<file path="src/rtl/picomips_pkg.sv">
// Shared opcodes, sequencer state encoding and opcode classification for the picoMips core.
package picomips_pkg;

  localparam int unsigned FUNC_W = 3;

  localparam logic [FUNC_W-1:0] OP_NOP  = 3'b000;
  localparam logic [FUNC_W-1:0] OP_LSW  = 3'b001;
  localparam logic [FUNC_W-1:0] OP_ATR  = 3'b010;
  localparam logic [FUNC_W-1:0] OP_RTA  = 3'b011;
  localparam logic [FUNC_W-1:0] OP_ADD  = 3'b100;
  localparam logic [FUNC_W-1:0] OP_ADDI = 3'b101;
  localparam logic [FUNC_W-1:0] OP_MULI = 3'b110;
  localparam logic [FUNC_W-1:0] OP_HEI  = 3'b111;

  typedef enum logic [2:0] {IDLE, FETCH, READ, EXEC, WB, WAIT} state_t;

  // Opcodes whose result lands in the accumulator during EXEC.
  function automatic logic is_acc_op(input logic [FUNC_W-1:0] func);
    return (func == OP_RTA) || (func == OP_ADD) || (func == OP_ADDI) || (func == OP_MULI);
  endfunction

  // Opcodes that write the register file during WB.
  function automatic logic is_reg_op(input logic [FUNC_W-1:0] func);
    return (func == OP_ATR) || (func == OP_LSW);
  endfunction

endpackage

</file>
<file path="src/rtl/picomips_sw_cond.sv">
// SW[8] conditioning: 2-flop synchroniser, plus a stable-level debounce filter
// when PICOMIPS_SW_DEBOUNCE_EN is defined.
module picomips_sw_cond #(
  parameter int unsigned DEBOUNCE_CYCLES = 16
) (
  input  logic Clock,
  input  logic nReset,
  input  logic sw_i,
  output logic sw_o
);

  logic sync_q1;
  logic sync_q2;

  if (DEBOUNCE_CYCLES < 1) begin : g_bad_cfg
    $error("picomips_sw_cond: DEBOUNCE_CYCLES must be at least 1");
  end

  always_ff @(posedge Clock or negedge nReset) begin
    if (!nReset) begin
      sync_q1 <= 1'b0;
      sync_q2 <= 1'b0;
    end else begin
      sync_q1 <= sw_i;
      sync_q2 <= sync_q1;
    end
  end

`ifdef PICOMIPS_SW_DEBOUNCE_EN
  localparam int unsigned CNT_W = $clog2(DEBOUNCE_CYCLES + 1);

  logic [CNT_W-1:0] cnt_q;

  // Output follows only after DEBOUNCE_CYCLES consecutive differing cycles; any reversion restarts the count.
  always_ff @(posedge Clock or negedge nReset) begin
    if (!nReset) begin
      cnt_q <= '0;
      sw_o  <= 1'b0;
    end else if (sync_q2 != sw_o) begin
      if (cnt_q == CNT_W'(DEBOUNCE_CYCLES - 1)) begin
        sw_o  <= sync_q2;
        cnt_q <= '0;
      end else begin
        cnt_q <= cnt_q + CNT_W'(1);
      end
    end else begin
      cnt_q <= '0;
    end
  end
`else
  assign sw_o = sync_q2;
`endif

endmodule

</file>
<file path="src/rtl/picomips_phase_ctrl.sv">
// picoMips multi-cycle sequencer: phase strobes, program counter, HEI wait and halt.
// Optional SW[8] debounce selected by PICOMIPS_SW_DEBOUNCE_EN.
module picomips_phase_ctrl
  import picomips_pkg::*;
#(
  parameter int unsigned PC_W            = 6,
  parameter int unsigned PROG_LEN        = 30,
  parameter int unsigned DEBOUNCE_CYCLES = 16
) (
  input  logic              Clock,
  input  logic              nReset,
  input  logic [FUNC_W-1:0] func_i,
  input  logic              hei_arg_i,
  input  logic              sw8_i,
  input  logic              halt_i,
  output logic [PC_W-1:0]   pc_o,
  output logic              fetch_en_o,
  output logic              rd_en_o,
  output logic              acc_we_o,
  output logic              reg_we_o,
  output logic              waiting_o,
  output logic              idle_o,
  output logic              sw8_sync_o
);

  localparam logic [PC_W-1:0] PC_LAST = PC_W'(PROG_LEN - 1);

  state_t          state_q;
  state_t          state_d;
  logic [PC_W-1:0] pc_d;

  function automatic logic [PC_W-1:0] pc_next(input logic [PC_W-1:0] pc);
    return (pc == PC_LAST) ? '0 : pc + PC_W'(1);
  endfunction

  picomips_sw_cond #(
    .DEBOUNCE_CYCLES(DEBOUNCE_CYCLES)
  ) u_sw_cond (
    .Clock (Clock),
    .nReset(nReset),
    .sw_i  (sw8_i),
    .sw_o  (sw8_sync_o)
  );

  // Next state and PC; the PC moves only when leaving WB or a satisfied WAIT.
  always_comb begin
    state_d = state_q;
    pc_d    = pc_o;
    case (state_q)
      IDLE:  if (!halt_i) state_d = FETCH;
      FETCH: state_d = READ;
      READ:  state_d = (func_i == OP_HEI) ? WAIT : EXEC;
      EXEC:  state_d = WB;
      WB: begin
        pc_d    = pc_next(pc_o);
        state_d = halt_i ? IDLE : FETCH;
      end
      WAIT: begin
        if (sw8_sync_o != hei_arg_i) begin
          pc_d    = pc_next(pc_o);
          state_d = halt_i ? IDLE : FETCH;
        end
      end
      default: state_d = IDLE;
    endcase
  end

  // Strobes are registered alongside the state so each is exactly the decode of the state being entered.
  always_ff @(posedge Clock or negedge nReset) begin
    if (!nReset) begin
      state_q    <= IDLE;
      pc_o       <= '0;
      fetch_en_o <= 1'b0;
      rd_en_o    <= 1'b0;
      acc_we_o   <= 1'b0;
      reg_we_o   <= 1'b0;
      waiting_o  <= 1'b0;
      idle_o     <= 1'b1;
    end else begin
      state_q    <= state_d;
      pc_o       <= pc_d;
      fetch_en_o <= (state_d == FETCH);
      rd_en_o    <= (state_d == READ);
      acc_we_o   <= (state_d == EXEC) && is_acc_op(func_i);
      reg_we_o   <= (state_d == WB) && is_reg_op(func_i);
      waiting_o  <= (state_d == WAIT);
      idle_o     <= (state_d == IDLE);
    end
  end

  strobe_onehot0: assert property (@(posedge Clock) disable iff (!nReset)
    $onehot0({fetch_en_o, rd_en_o, acc_we_o, reg_we_o}));

endmodule

</file>
<file path="config.mk">
export PLATFORM = sky130hd
export DESIGN_NAME = picomips_phase_ctrl
export DESIGN_NICKNAME = d
export VERILOG_FILES = /design/src/rtl/picomips_pkg.sv /design/src/rtl/picomips_sw_cond.sv /design/src/rtl/picomips_phase_ctrl.sv
export SDC_FILE = /design/constraint.sdc
export NUM_CORES = 1
export LEC_CHECK = 0
export CAP_MARGIN = 10
export CELL_PAD_IN_SITES_DETAIL_PLACEMENT = 1
export CELL_PAD_IN_SITES_GLOBAL_PLACEMENT = 1
export CORE_MARGIN = 1
export CORE_UTILIZATION = 37
export DETAILED_ROUTE_END_ITERATION = 16
export MAX_ROUTING_LAYER = met4
export PLACE_DENSITY = 0.77
export SLEW_MARGIN = 20
export SYNTH_ARGS = -nofsm -noshare
export SYNTH_HDL_FRONTEND = slang
export SYNTH_HIERARCHICAL = 1
export SYNTH_SLANG_ARGS = --single-unit
export TNS_END_PERCENT = 5
</file>
<file path="constraint.sdc">
create_clock -name Clock -period 2.2 [get_ports Clock]
set_input_delay 0.33 -clock Clock [delete_from_list [all_inputs] [get_ports Clock]]
set_output_delay 0.33 -clock Clock [all_outputs]
set_load 0.05 [all_outputs]
</file>
After elaboration in Yosys (flattened, before gate mapping)

Index checks and enable logic that the tools add are counted.

Add/sub/neg operators: 1
Equal/unequal tests: 20
Reduce and logical (&&, ||, !) cells: 10
Mux-type cells: 8

Operator list:

| cell                  | count |
|---|---|
| $eq A3 B3 Y1 const B  | 8 |
| $eq A3 B2 Y1 const B  | 6 |
| $pmux W3 S6           | 1 |
| $mux W6               | 2 |
| $pmux W6 S2           | 1 |
| $eq A3 B1 Y1 const B  | 3 |
| $mux W3               | 3 |
| $add A6 B1 Y6 const B | 1 |
| $eq A6 B5 Y1 const B  | 1 |
| $logic_not A3 Y1      | 2 |
| $logic_or A1 B1 Y1    | 4 |
| $logic_and A1 B1 Y1   | 2 |
| $ne A2 B2 Y1 const B  | 1 |
| $reduce_and A2 Y1     | 1 |
| $reduce_bool A2 Y1    | 1 |
| $mux W1               | 1 |
| $ne A1 B1 Y1          | 1 |

Word-level logic and storage cells: 49
Register bits: 17
Output and inout bits: 13
Input port bits: 8

Logic depth before layout (Yosys ltp)

Word-level depth: 5
Gate-level depth with buffers: 5
Mapped depth without buffers: 5

Cells and area by module

The synthesis kept the hierarchy.

Modules (own cells, without submodules):

| module              | seq. area each (µm²) | area an instance (µm²) | cells an instance | instances |
|---|---|---|---|---|
| picomips_phase_ctrl | 376.6                | 723.2                  | 73                | 1 |
| picomips_sw_cond    | 50.0                 | 50.0                   | 2                 | 1 |

Least setup slack after synthesis

OpenSTA, ideal clock, no wires.

Path kind: register to register
From: register u_sw_cond.sync_q2, in the netlist u_sw_cond/sw_o
To: register pc_o[3]
Library setup time: 70 ps
Path slack: 631 ps
Data arrival time: 1499 ps
Period minus slack after synthesis: 1569 ps
Cell stages (with the launch flop): 6
Data required time: 2130 ps
Path buffers: 1
Path through: dfrtp_1 xnor2_1 a21o_1 buf_6 or3_1 nand3_1

Longest elaborated chain between the ends: 3

RTL lines:

| element                     | line                      | source |
|---|---|---|
| from (decl)                 | picomips_sw_cond.sv:13    | `logic sync_q2;` |
| from (signal assigned)      | picomips_sw_cond.sv:25    | `sync_q2 <= sync_q1;` |
| $ne A1 B1 Y1                | picomips_phase_ctrl.sv:59 | `if (sw8_sync_o != hei_arg_i) begin` |
| $ne A2 B2 Y1 (no line)      | --                        |  |
| $reduce_and A2 Y1 (no line) | --                        |  |
| to (signal assigned)        | picomips_phase_ctrl.sv:81 | `pc_o <= pc_d;` |
| to (decl)                   | picomips_phase_ctrl.sv:16 | `output logic [PC_W-1:0] pc_o,` |

Every way passes these cells.
A chain may end at the register's enable or synchronous reset.

Worst setup path in the final report

From: register pc_o[3]
To: output port pc_o[3]

No word-level cell between the ends.

==> impl_metrics.csv <==
group,metric,value,unit
timing,fin_crit_sh,89.77,%
grt,grt_pass1_vias,562,
critical_path,slowest_stage,"clkdlybuf4s50_1",
timing,slew_violations,0,
timing,max_freq,506.4,MHz
final_layout,diodes,0,
logic_synthesis,synthDistinctLibCells,25,
logic_synthesis,synth_edf_count,0,
power_and_ir_drop,max-vdd-ir-drop,0.0007064,V
clock_network,numCtsBuffers,3,
final_layout,utilization,52.68,%
logic_synthesis,synth.ff_latch_count,17,
route,ant_nets,0,
min_path,min_path_type,"in2async",
logic_synthesis,synth-async-reset-ratio,100.0,%
grt,overflow,0,
critical_path,r2r-start,"state_q[1]",
timing,tightestPinTransition,0.4948,ns
grt,antenna_found_initial,0,
critical_path,crit_arrival,1.64,ns
power_and_ir_drop,pwr-share-comb,51.8,%
timing,relSlewSlack,66.91,%
power_and_ir_drop,p_per_area,1450,nW/um^2
logic_synthesis,syn_inst,75,
power_and_ir_drop,intPower,775.8,uW
placement,place.gp.congestion,0.8262,
floorplanning,die_area,2277,um^2
placement,post-dp-hpwl,1158,um
power_and_ir_drop,power.share.clock,11.6,%
power_and_ir_drop,p_sw_share,48.22,%
critical_path,worst-setup-path-type,"reg2out",
critical_path,cp_top_family,"buffers and inverters",
clock_network,post-cts-setup-buffers,0,
timing,rsz0062_at_grt,"false",
timing,finalHoldViolations,0,
final_layout,drive_gt1_share,7.071,%
floorplanning,die_y,47.72,um
timing,setup_viol,0,
logic_synthesis,yosysMostFrequentCell,"dfrtp_1",
run_status,outcome,"complete, no violations",
clock_network,cts_tree,"yes",
clock_network,ctsHoldBuffers,0,
critical_path,cp_max_fo,9,
clock_network,htreeDepth,1,
logic_synthesis,synthFlopType,"dfrtp_1",
grt,grt_max_degree,18,
floorplanning,start_util,39.41,%
logic_synthesis,synth.largest_area_cell,"dfrtp_1",
final_layout,multiInputGateArea,324.1,um^2
floorplanning,rows,16,
critical_path,end_kind,"output port",
critical_path,r2r_end,"pc_o[5]",
logic_synthesis,yosys-top-cells-area,"dfrtp_1 (52%), nand2_1 (5.3%), nand3_1 (4.5%)",
run,cap_viol_max_count,0,
timing,setup-tns-final,0,ns
final_layout,syn_to_final_growth,33.66,%
placement,port_buffers,20,
timing,fin_crit,1.975,ns
logic_synthesis,netlist.area_leader.share,51.78,%
route,first_pass_iters,4,
logic_synthesis,ys_seq_area_share,55.18,%
critical_path,rr_worst_depth,4,
clock_network,clock-sinks,17,
clock_network,cts_resized,0,
clock_network,clk_pin_slew_worst_paths,0.11,ns
power_and_ir_drop,power_frac_seq,36.7,%
logic_synthesis,syn_area,773.2,um^2
critical_path,required,1.87,ns
floorplanning,fp.dieW,47.72,um
critical_path,rrSetupSlack,0.72,ns
route,routed_wl,1535,um
final_layout,final_nets,110,
critical_path,worstSetupStartpointType,"register",
route,dr_total_vias,620,
route,drc_errors,0,
route,vias_per_cell,4.921,
grt,grt_pass1_wl,2525,um
final_layout,regArea,426.7,um^2
route,wl_per_cell,12.18,um
clock_network,cts.path.max_buffers,2,
logic_synthesis,synth_common_cells,"dfrtp_1 (16), nand2_1 (11), nand3_1 (7)",
clock_network,worstSkewPairLatency,0.29,ns
logic_synthesis,synth-warning-count,6,
logic_synthesis,syn_nets,85,
final_layout,nFillCells,252,
power_and_ir_drop,leakage,0.4572,nW
timing,skew,0.002325,ns
critical_path,critPathMaxStageDelay,0.85,ns
critical_path,critical_path_buf_inv_count,1,
grt,track_usage,16.61,%
floorplanning,ios,21,
power_and_ir_drop,p_switching,722.4,uW
logic_synthesis,syn_area_per_cell,10.31,um^2
floorplanning,core-area,1962,um^2
clock_network,cts_root_buf,"clkbuf_4",
critical_path,path_cells,"clkdlybuf4s50_1",
route,drt_iter0_drc,6,
[worst max path at each step]
stage                               from      end  slack [ns]  cells after the start
final                            pc_o[3]  pc_o[3]        0.23                      1
after floorplan           u_sw_cond/sw_o  pc_o[3]        0.63                      5
after CTS                        pc_o[3]  pc_o[3]        0.22                      1
after global placement         hei_arg_i  pc_o[5]        0.50                      5
after detailed placement       hei_arg_i  pc_o[5]        0.45                      5
after global routing             pc_o[3]  pc_o[3]        0.14                      1
[layer usage]
metal / share of wire [%] / GRT usage (%) / vias to the layer above
met5: 0 / - / -
met4: 0.85 / 6.667 / 0
met3: 3.0 / 3.396 / 2
met2: 45 / 22.43 / 10
met1: 51 / 24.11 / 299
li1: - / - / 309
[cells by family (layout without fill, tap and decap cells)]
family                     Yosys count  count (layout)  synth area share, %
adders and majority gates            2               2                3.236
AOI/OAI and AO/OA                   13              13                11.00
and+or+nand+nor                     35              35                22.82
DFF                                 17              17                55.18
xor gates and xnor gates             3               3                3.399
buffers and inverters                4              28                2.912
muxes                                1               1                1.456
[state kept, by name, summed over array words and instances, names as in the netlist]
register           cells
waiting_o              1
rd_en_o                1
acc_we_o               1
fetch_en_o             1
u_sw_cond/sync_q1      1
pc_o                   6
idle_o                 1
reg_we_o               1
state_q                3
u_sw_cond/sw_o         1
[stage by stage]
stage | power, mW | cells | instance area (um^2) | setup WS, ns | hold WS (ns)
after floorplan | 1.090 | 75 | 773.2 | 0.6312 | 0.03441
after global placement | 1.317 | 122 | 1003 | 0.4989 | 0.3419
after detailed placement | 1.337 | 122 | 1003 | 0.4511 | 0.3357
after CTS | 1.519 | 126 | 1033 | 0.2214 | 0.3546
after global routing | 1.614 | 126 | 1033 | 0.1450 | 0.3728
final | 1.498 | 126 | 1033 | 0.2251 | 0.3592
[placed cells by master, fill, tap and decap left out, types with 2 or more instances in the layout]
cell type and n:
clkdlybuf4s50_1 20, dfrtp_1 16, nand2_1 11, nand3_1 7, nor2_1 5, nand2b_1 3, inv_1 3, nor3b_1 3
or3_1 3, o31ai_1 3, clkbuf_4 3, a31oi_1 2, o22ai_1 2, xor2_1 2, a21o_1 2, ha_1 2
[power by group through the flow]
stage	registers, mW	logic [mW]	clock network [mW]
floorplan	0.800	0.289	0
CTS	0.550	0.785	0.184
global placement	0.550	0.767	0
detailed placement	0.557	0.781	0
finish	0.549	0.776	0.173
global route	0.570	0.853	0.191
[area by class of cell]
cell class              instances  area share [%]
flip-flops and latches         17           41.28
inverters                       3           1.090
clock buffers                   3           2.179
well taps                      27           3.269
multi-input cells              54           31.36
clock inverters                 1          0.7264
repair buffers                 21           20.10
Power figures use the tool's default switching activity.
